<file path="config.mk">
export PLATFORM = sky130hd
export DESIGN_NAME = pipelined_adder_flat
export DESIGN_NICKNAME = d
export VERILOG_FILES = /design/src/rtl/pipelined_adder_pkg.sv /design/src/rtl/pipelined_adder_if.sv /design/src/rtl/pipelined_adder_chunk.sv /design/src/rtl/pipelined_adder.sv /design/src/flat_wrapper.sv
export SDC_FILE = /design/constraint.sdc
export NUM_CORES = 1
export LEC_CHECK = 0
export CELL_PAD_IN_SITES_DETAIL_PLACEMENT = 0
export CELL_PAD_IN_SITES_GLOBAL_PLACEMENT = 1
export CORE_MARGIN = 5
export CORE_UTILIZATION = 49
export DETAILED_ROUTE_END_ITERATION = 12
export PLACE_DENSITY_LB_ADDON = 0.1
export RECOVER_POWER = 50
export SETUP_SLACK_MARGIN = 0.5
export SKIP_LAST_GASP = 1
export SYNTH_ARGS = -nofsm -noshare
export SYNTH_HDL_FRONTEND = slang
export SYNTH_SLANG_ARGS = --single-unit
export TNS_END_PERCENT = 1
</file>
<file path="constraint.sdc">
create_clock -name clk_i -period 4.7 [get_ports clk_i]
set_clock_uncertainty 0.05 [all_clocks]
set_input_delay 0.94 -clock clk_i [delete_from_list [all_inputs] [get_ports clk_i]]
set_output_delay 0.94 -clock clk_i [all_outputs]
set_load 0.1 [all_outputs]
</file>
<file path="src/rtl/pipelined_adder_pkg.sv">
// Shared types and sizing helpers for the chunked pipelined adder.
package pipelined_adder_pkg;

  typedef enum logic [1:0] {
    MODE_ADD  = 2'd0,
    MODE_SUB  = 2'd1,
    MODE_ADC  = 2'd2,
    MODE_RSVD = 2'd3
  } mode_e;

  localparam int DEF_WIDTH = 32;
  localparam int DEF_CHUNK = 8;

  // WIDTH must be an exact multiple of CHUNK; one register stage per chunk.
  function automatic int num_stages(input int width, input int chunk);
    return width / chunk;
  endfunction

endpackage

</file>
<file path="src/rtl/pipelined_adder_if.sv">
// Operand/result valid-ready bundle; names are as seen from the adder (slave) side.
interface pipelined_adder_if
  import pipelined_adder_pkg::*;
#(
  parameter int WIDTH = DEF_WIDTH
);
  logic             valid_i;
  logic             ready_o;
  logic [WIDTH-1:0] a_i;
  logic [WIDTH-1:0] b_i;
  logic             carry_i;
  mode_e            mode_i;
  logic             valid_o;
  logic             ready_i;
  logic [WIDTH-1:0] sum_o;
  logic             carry_o;
  logic             overflow_o;
  logic             zero_o;

  modport slave (
    input  valid_i, a_i, b_i, carry_i, mode_i, ready_i,
    output ready_o, valid_o, sum_o, carry_o, overflow_o, zero_o
  );

  modport master (
    output valid_i, a_i, b_i, carry_i, mode_i, ready_i,
    input  ready_o, valid_o, sum_o, carry_o, overflow_o, zero_o
  );
endinterface

</file>
<file path="src/rtl/pipelined_adder_chunk.sv">
// Combinational CHUNK-bit adder slice; cmsb_o is the carry into the top bit for overflow.
module pipelined_adder_chunk #(
  parameter int CHUNK = 8
) (
  input  logic [CHUNK-1:0] a_i,
  input  logic [CHUNK-1:0] b_i,
  input  logic             cin_i,
  output logic [CHUNK-1:0] sum_o,
  output logic             cout_o,
  output logic             cmsb_o
);
  assign {cout_o, sum_o} = {1'b0, a_i} + {1'b0, b_i} + {{CHUNK{1'b0}}, cin_i};
  assign cmsb_o          = sum_o[CHUNK-1] ^ a_i[CHUNK-1] ^ b_i[CHUNK-1];
endmodule

</file>
<file path="src/rtl/pipelined_adder.sv">
// WIDTH-bit add/sub/adc split into WIDTH/CHUNK registered chunk stages; latency STAGES.
// Whole pipe advances only when the output is empty or taken, so a stalled result holds input off.
module pipelined_adder
  import pipelined_adder_pkg::*;
#(
  parameter int WIDTH = DEF_WIDTH,
  parameter int CHUNK = DEF_CHUNK
) (
  input logic              clk_i,
  input logic              rst_i,
  pipelined_adder_if.slave bus
);
  localparam int STAGES = num_stages(WIDTH, CHUNK);

  typedef logic [WIDTH-1:0] word_t;

  logic  adv;
  word_t b_eff;
  logic  cin;

  // op_* are the values entering stage k: the prepared input for k=0, else stage k-1's registers.
  logic  op_v [STAGES];
  word_t op_a [STAGES];
  word_t op_b [STAGES];
  logic  op_c [STAGES];
  word_t op_s [STAGES];

  logic [CHUNK-1:0] chunk_s  [STAGES];
  logic             chunk_co [STAGES];
  logic             chunk_cm [STAGES];
  word_t            s_d      [STAGES];

  logic  vld_q [STAGES];
  word_t a_q   [STAGES];
  word_t b_q   [STAGES];
  logic  c_q   [STAGES];
  word_t s_q   [STAGES];
  logic  ovf_q;
  logic  zero_q;

  assign adv = !vld_q[STAGES-1] || bus.ready_i;

  always_comb begin
    b_eff = bus.b_i;
    cin   = 1'b0;
    case (bus.mode_i)
      MODE_SUB: begin
        b_eff = ~bus.b_i;
        cin   = 1'b1;
      end
      MODE_ADC: cin = bus.carry_i;
      default:  ;
    endcase
  end

  for (genvar k = 0; k < STAGES; k++) begin : g_stage
    if (k == 0) begin : g_head
      assign op_v[k] = bus.valid_i;
      assign op_a[k] = bus.a_i;
      assign op_b[k] = b_eff;
      assign op_c[k] = cin;
      assign op_s[k] = '0;
    end else begin : g_body
      assign op_v[k] = vld_q[k-1];
      assign op_a[k] = a_q[k-1];
      assign op_b[k] = b_q[k-1];
      assign op_c[k] = c_q[k-1];
      assign op_s[k] = s_q[k-1];
    end

    pipelined_adder_chunk #(.CHUNK(CHUNK)) u_chunk (
      .a_i    (op_a[k][k*CHUNK +: CHUNK]),
      .b_i    (op_b[k][k*CHUNK +: CHUNK]),
      .cin_i  (op_c[k]),
      .sum_o  (chunk_s[k]),
      .cout_o (chunk_co[k]),
      .cmsb_o (chunk_cm[k])
    );

    // Lower chunks ride along already computed; upper bits of op_s are still zero here.
    assign s_d[k] = op_s[k] | (word_t'(chunk_s[k]) << (k*CHUNK));
  end

  // Data registers load only behind a valid op so the outputs keep their last result through bubbles.
  always_ff @(posedge clk_i) begin
    if (rst_i) begin
      for (int k = 0; k < STAGES; k++) begin
        vld_q[k] <= 1'b0;
        a_q[k]   <= '0;
        b_q[k]   <= '0;
        c_q[k]   <= 1'b0;
        s_q[k]   <= '0;
      end
      ovf_q  <= 1'b0;
      zero_q <= 1'b0;
    end else if (adv) begin
      for (int k = 0; k < STAGES; k++) begin
        vld_q[k] <= op_v[k];
        if (op_v[k]) begin
          a_q[k] <= op_a[k];
          b_q[k] <= op_b[k];
          c_q[k] <= chunk_co[k];
          s_q[k] <= s_d[k];
        end
      end
      if (op_v[STAGES-1]) begin
        ovf_q  <= chunk_cm[STAGES-1] ^ chunk_co[STAGES-1];
        zero_q <= ~|s_d[STAGES-1];
      end
    end
  end

  assign bus.ready_o    = adv;
  assign bus.valid_o    = vld_q[STAGES-1];
  assign bus.sum_o      = s_q[STAGES-1];
  assign bus.carry_o    = c_q[STAGES-1];
  assign bus.overflow_o = ovf_q;
  assign bus.zero_o     = zero_q;
endmodule

</file>
<file path="src/flat_wrapper.sv">
// flat-port wrapper written by rule: the top's interface ports become plain ports
module pipelined_adder_flat import pipelined_adder_pkg::*;
#(
  parameter int WIDTH = DEF_WIDTH,
  parameter int CHUNK = DEF_CHUNK
)
  (clk_i, rst_i, bus_valid_i, bus_a_i, bus_b_i, bus_carry_i, bus_mode_i, bus_ready_i, bus_ready_o, bus_valid_o, bus_sum_o, bus_carry_o, bus_overflow_o, bus_zero_o);
  pipelined_adder_if #(.WIDTH(WIDTH)) bus_i ();
  input logic clk_i;
  input logic rst_i;
  input wire logic [$bits(bus_i.valid_i)-1:0] bus_valid_i;
  input wire logic [$bits(bus_i.a_i)-1:0] bus_a_i;
  input wire logic [$bits(bus_i.b_i)-1:0] bus_b_i;
  input wire logic [$bits(bus_i.carry_i)-1:0] bus_carry_i;
  input wire logic [$bits(bus_i.mode_i)-1:0] bus_mode_i;
  input wire logic [$bits(bus_i.ready_i)-1:0] bus_ready_i;
  output wire logic [$bits(bus_i.ready_o)-1:0] bus_ready_o;
  output wire logic [$bits(bus_i.valid_o)-1:0] bus_valid_o;
  output wire logic [$bits(bus_i.sum_o)-1:0] bus_sum_o;
  output wire logic [$bits(bus_i.carry_o)-1:0] bus_carry_o;
  output wire logic [$bits(bus_i.overflow_o)-1:0] bus_overflow_o;
  output wire logic [$bits(bus_i.zero_o)-1:0] bus_zero_o;
  assign bus_i.valid_i = bus_valid_i;
  assign bus_i.a_i = bus_a_i;
  assign bus_i.b_i = bus_b_i;
  assign bus_i.carry_i = bus_carry_i;
  assign bus_i.mode_i = bus_mode_i;
  assign bus_i.ready_i = bus_ready_i;
  assign bus_ready_o = bus_i.ready_o;
  assign bus_valid_o = bus_i.valid_o;
  assign bus_sum_o = bus_i.sum_o;
  assign bus_carry_o = bus_i.carry_o;
  assign bus_overflow_o = bus_i.overflow_o;
  assign bus_zero_o = bus_i.zero_o;
  pipelined_adder #(.WIDTH(WIDTH), .CHUNK(CHUNK)) u_core (.clk_i(clk_i), .rst_i(rst_i), .bus(bus_i));
endmodule
</file>
==> metrics.md <==
| Metric | Value |
|---|---|
| Synth Flop Type | `edfxtp_1` |
| Critical Path RT | `4.80 ns` |
| Fin Setup TNS | `0 ns` |
| Count of max-cap constraint violations | `2` |
| Crit start category | `primary input` |
| Fill count | `1353` |
| Sequential cell area | `5565 µm²` |
| Synth top area share | `65.50%` |
| Routed Wire Length | `13.80 mm` |
| Vias in the first global route | `4723` |
| Worst Path Arrival | `3.75 ns` |
| Combined area of the multi-input logic cells | `2629 µm²` |
| Final hold violation count | `0` |
| Mux share of post-synthesis cell area | `0%` |
| Placed insts | `932` |
| Final period utilization | `77.62%` |
| Adder-Cell Fraction of Synth Area | `6.348%` |
| DRT iter0 DRCs | `161` |
| CTS buffer count | `17` |
| Sequential area share after synthesis | `65.97%` |
| Largest net degree at the start of global routing | `50` |
| Yosys cell types | `40` |
| CP max stage delay | `0.48 ns` |
| CTS sink count | `186` |
| Number of nets in the layout | `835` |
| Crit path max fanout | `10` |
| # IOs | `108` |
| Area grow syn2layout | `22.63%` |
| Final GP Congestion | `0.7716` |
| PortBufs | `107` |
| Cell with the most instances after synthesis | `edfxtp_1` |
| Clock transition at the registers of the reported paths | `0.06 ns` |
| Number of remaining DRC errors | `0` |
| Fin util | `60.44%` |
| Critical path class | `primary input to flop` |
| Hold_sp | `u_core.bus.overflow_o` |
| Hpwl dp | `10.16 mm` |
| Failing checks | `capacitance limit, slew limit` |
| H-tree level count | `4` |
| Initial core utilization | `49.28%` |
| Simple-gate share of the synthesized area | `15.50%` |
| Fmax | `0.2741 GHz` |
| Vias | `4767` |
| Core Rows | `48` |
| Global-route wire length before repair | `23.07 mm` |
| Critical path origin | `bus_mode_i[0]` |
| Synth area leaders | `edfxtp_1 (65%), and3_1 (9.2%), xnor2_1 (4.5%), ha_1 (4.4%), nor2_1 (2.4%)` |
| Syn Area/Cell | `13.56 µm²` |
| # hold bufs at CTS | `0` |
| Gate Count Post-Synth | `622` |
| Root buffer cell | `clkbuf_16` |
| Worst r2r src | `u_core.vld_q[3]` |
| GRT Resource Usage Total | `14.51%` |
| Post-synth EDFFs | `184` |
| Setup-failing EPs final | `0` |
| Grt total ovfl | `0` |
| Seq cells post-synth | `186` |
| Setup Buffers After CTS | `0` |
| RSZ-0062 raised after global routing | `false` |
| Antenna Violating Nets Remaining | `0` |
| Die outline height | `141.2 µm` |
| Clock latency on the worst-skew pair | `0.42 ns` |
| Core Region | `17120 µm²` |
| Drt pass-1 iters | `4` |
| Total die area | `19940 µm²` |
| N_diodes | `0` |
| Xor and xnor area share after synthesis | `5.696%` |
| CP max stage cell | `clkdlybuf4s50_1` |
| Synth Area in Compound Gates | `3.575%` |
| Vias/cell | `4.945` |
| Post-Syn Area | `8436 µm²` |
| Max-slew violations | `71` |
| Commonest cells post-synth | `edfxtp_1 (184), and3_1 (124), nor2_1 (54)` |
| Synthesized Nets | `731` |
| Yosys warning total | `0` |
| Worst Setup End Kind | `flop` |
| Die Wd | `141.2 µm` |
| Resize count post-CTS | `0` |
| Pwr dens | `386.1 nW/µm²` |
| Worst vdd ir | `0.0002902 V` |
| Slew @ Worst Pin | `2.029 ns` |
| Antenna violations before repair | `0` |
| Largest family of logic cells by synthesized area | `simple AND/OR/NAND/NOR gates` |
| CTS tree | `built` |
| Post-synth ARST share | `0%` |
| WL/cell | `14.32 µm` |
| Clk buf depth | `2` |
| Worst-path cell chain | `clkdlybuf4s50_1, ha_2, a21oi_1, or2_2, fa_1, fa_1, nor2b_1, o21ai_0, nand2b_1, a21o_1, a21o_1, xnor2_1, nor2_1` |
| Slew margin rel. | `-35.24%` |
| Finished Layout Cells | `964` |
| Minimum clock period | `3.648 ns` |
| LEAKAGE | `4.391 nW` |
| Dominant cell type by area after synthesis | `edfxtp_1` |
| Min-delay worst type | `flop to flop` |
| Share of cells above drive strength 1 | `6.495%` |
| Result of the run | `finished, violations left` |
==> logic make-up (layout without fill, tap and decap cells) <==
logic type      Yosys count  in the layout
simple gates            235            235
flops                   186            186
buf+inv                  62            179
xor+xnor                 54             54
compound gates           47             47
fa+ha+maj                38             38
==> state kept, by name, summed over array words and instances, names as in the netlist <==
signal                 cells
u_core.bus.overflow_o      1
u_core.b_q                48
u_core.bus.zero_o          1
u_core.c_q                 4
u_core.s_q                80
u_core.vld_q               4
u_core.a_q                48
==> report_power, final <==
group | internal, W | total, W | switching [W]
Clock | 0.000894 | 0.00148 | 0.000585
Sequential | 0.00195 | 0.00198 | 0.0000357
Combinational | 0.000206 | 0.000532 | 0.000326
==> path summary, 6_finish.rpt <==
| check | slack, ns | to | cells after the start |
|---|---|---|---|
| max reg2reg | 1.77 | u_core.s_q[2][19] | 5 |
| min reg2reg | 0.41 | u_core.bus.overflow_o | 2 |
| max | 1.05 | u_core.s_q[0][6] | 13 |
| min | 0.41 | u_core.bus.overflow_o | 2 |
==> layer usage <==
| layer | up-vias | global-route usage, % | share of wire [%] |
|---|---|---|---|
| met5 | - | 0 | 0 |
| met2 | 108 | 22.45 | 46 |
| li1 | 2462 | - | - |
| met3 | 10 | 2.985 | 4.7 |
| met1 | 2187 | 20.65 | 48 |
| met4 | 0 | 4.895 | 0.93 |
==> cells in the final DEF (no fill, tap or decap), types with 2 or more instances in the layout <==
| cell type | synthesis | routed |
|---|---|---|
| edfxtp_1 | 184 | 184 |
| and3_1 | 124 | 124 |
| clkdlybuf4s50_1 | 0 | 105 |
| nor2_1 | 54 | 54 |
| xnor2_1 | 43 | 43 |
| ha_1 | 30 | 29 |
| inv_1 | 28 | 28 |
| clkbuf_16 | 0 | 17 |
| o21ai_0 | 13 | 13 |
| a21oi_1 | 11 | 11 |
| xor2_1 | 10 | 10 |
| nor3_1 | 10 | 10 |
| nand2_1 | 9 | 9 |
| nor2b_1 | 8 | 8 |
| fa_1 | 8 | 8 |
| buf_4 | 1 | 8 |
| nand2b_1 | 7 | 7 |
| a21o_1 | 8 | 7 |
| clkbuf_1 | 26 | 6 |
| nor4_1 | 5 | 5 |
| bufinv_16 | 0 | 4 |
| nand3_1 | 3 | 3 |
| or3_1 | 3 | 3 |
| o21bai_1 | 3 | 3 |
| a21boi_0 | 3 | 3 |
| nand4_1 | 3 | 3 |
| or2_2 | 3 | 2 |
| a21oi_2 | 2 | 2 |
| a211oi_1 | 2 | 2 |
| clkinv_2 | 0 | 2 |
| clkinv_4 | 0 | 2 |
| clkinvlp_4 | 0 | 2 |
| inv_6 | 0 | 2 |
| dfxtp_1 | 2 | 2 |
==> worst max-delay path, delay by kind of cell <==
kind / cells / cell delay (ns)
xor+xnor: 1 / 0.13
buf+inv: 1 / 0.48
compound gates: 4 / 0.42
simple gates: 4 / 0.61
fa+ha+maj: 3 / 1.17
==> per-stage QoR <==
step / power [W] / hold slack (ns) / setup WS, ns / area [µm²]
2_1_floorplan: 0.002387 / 0.4779 / 1.264 / 8436
3_3_place_gp: 0.002547 / 0.3908 / 0.6674 / 9742
3_5_place_dp: 0.002556 / 0.4005 / 0.5969 / 9742
4_1_cts: 0.004027 / 0.4092 / 1.051 / 10370
5_1_grt: 0.004159 / 0.4254 / 0.8567 / 10340
6_report: 0.003994 / 0.4103 / 1.052 / 10340
==> area by class of cell <==
type                    count  share of cell area [%]
well taps                 225                   2.721
repair buffers            119                   11.02
multi-input cells         374                   25.41
clock inverters            14                   1.887
flip-flops and latches    186                   53.80
inverters                  28                   1.016
clock buffers              18                   4.149
Note: power is estimated with default switching activity, not from simulation.
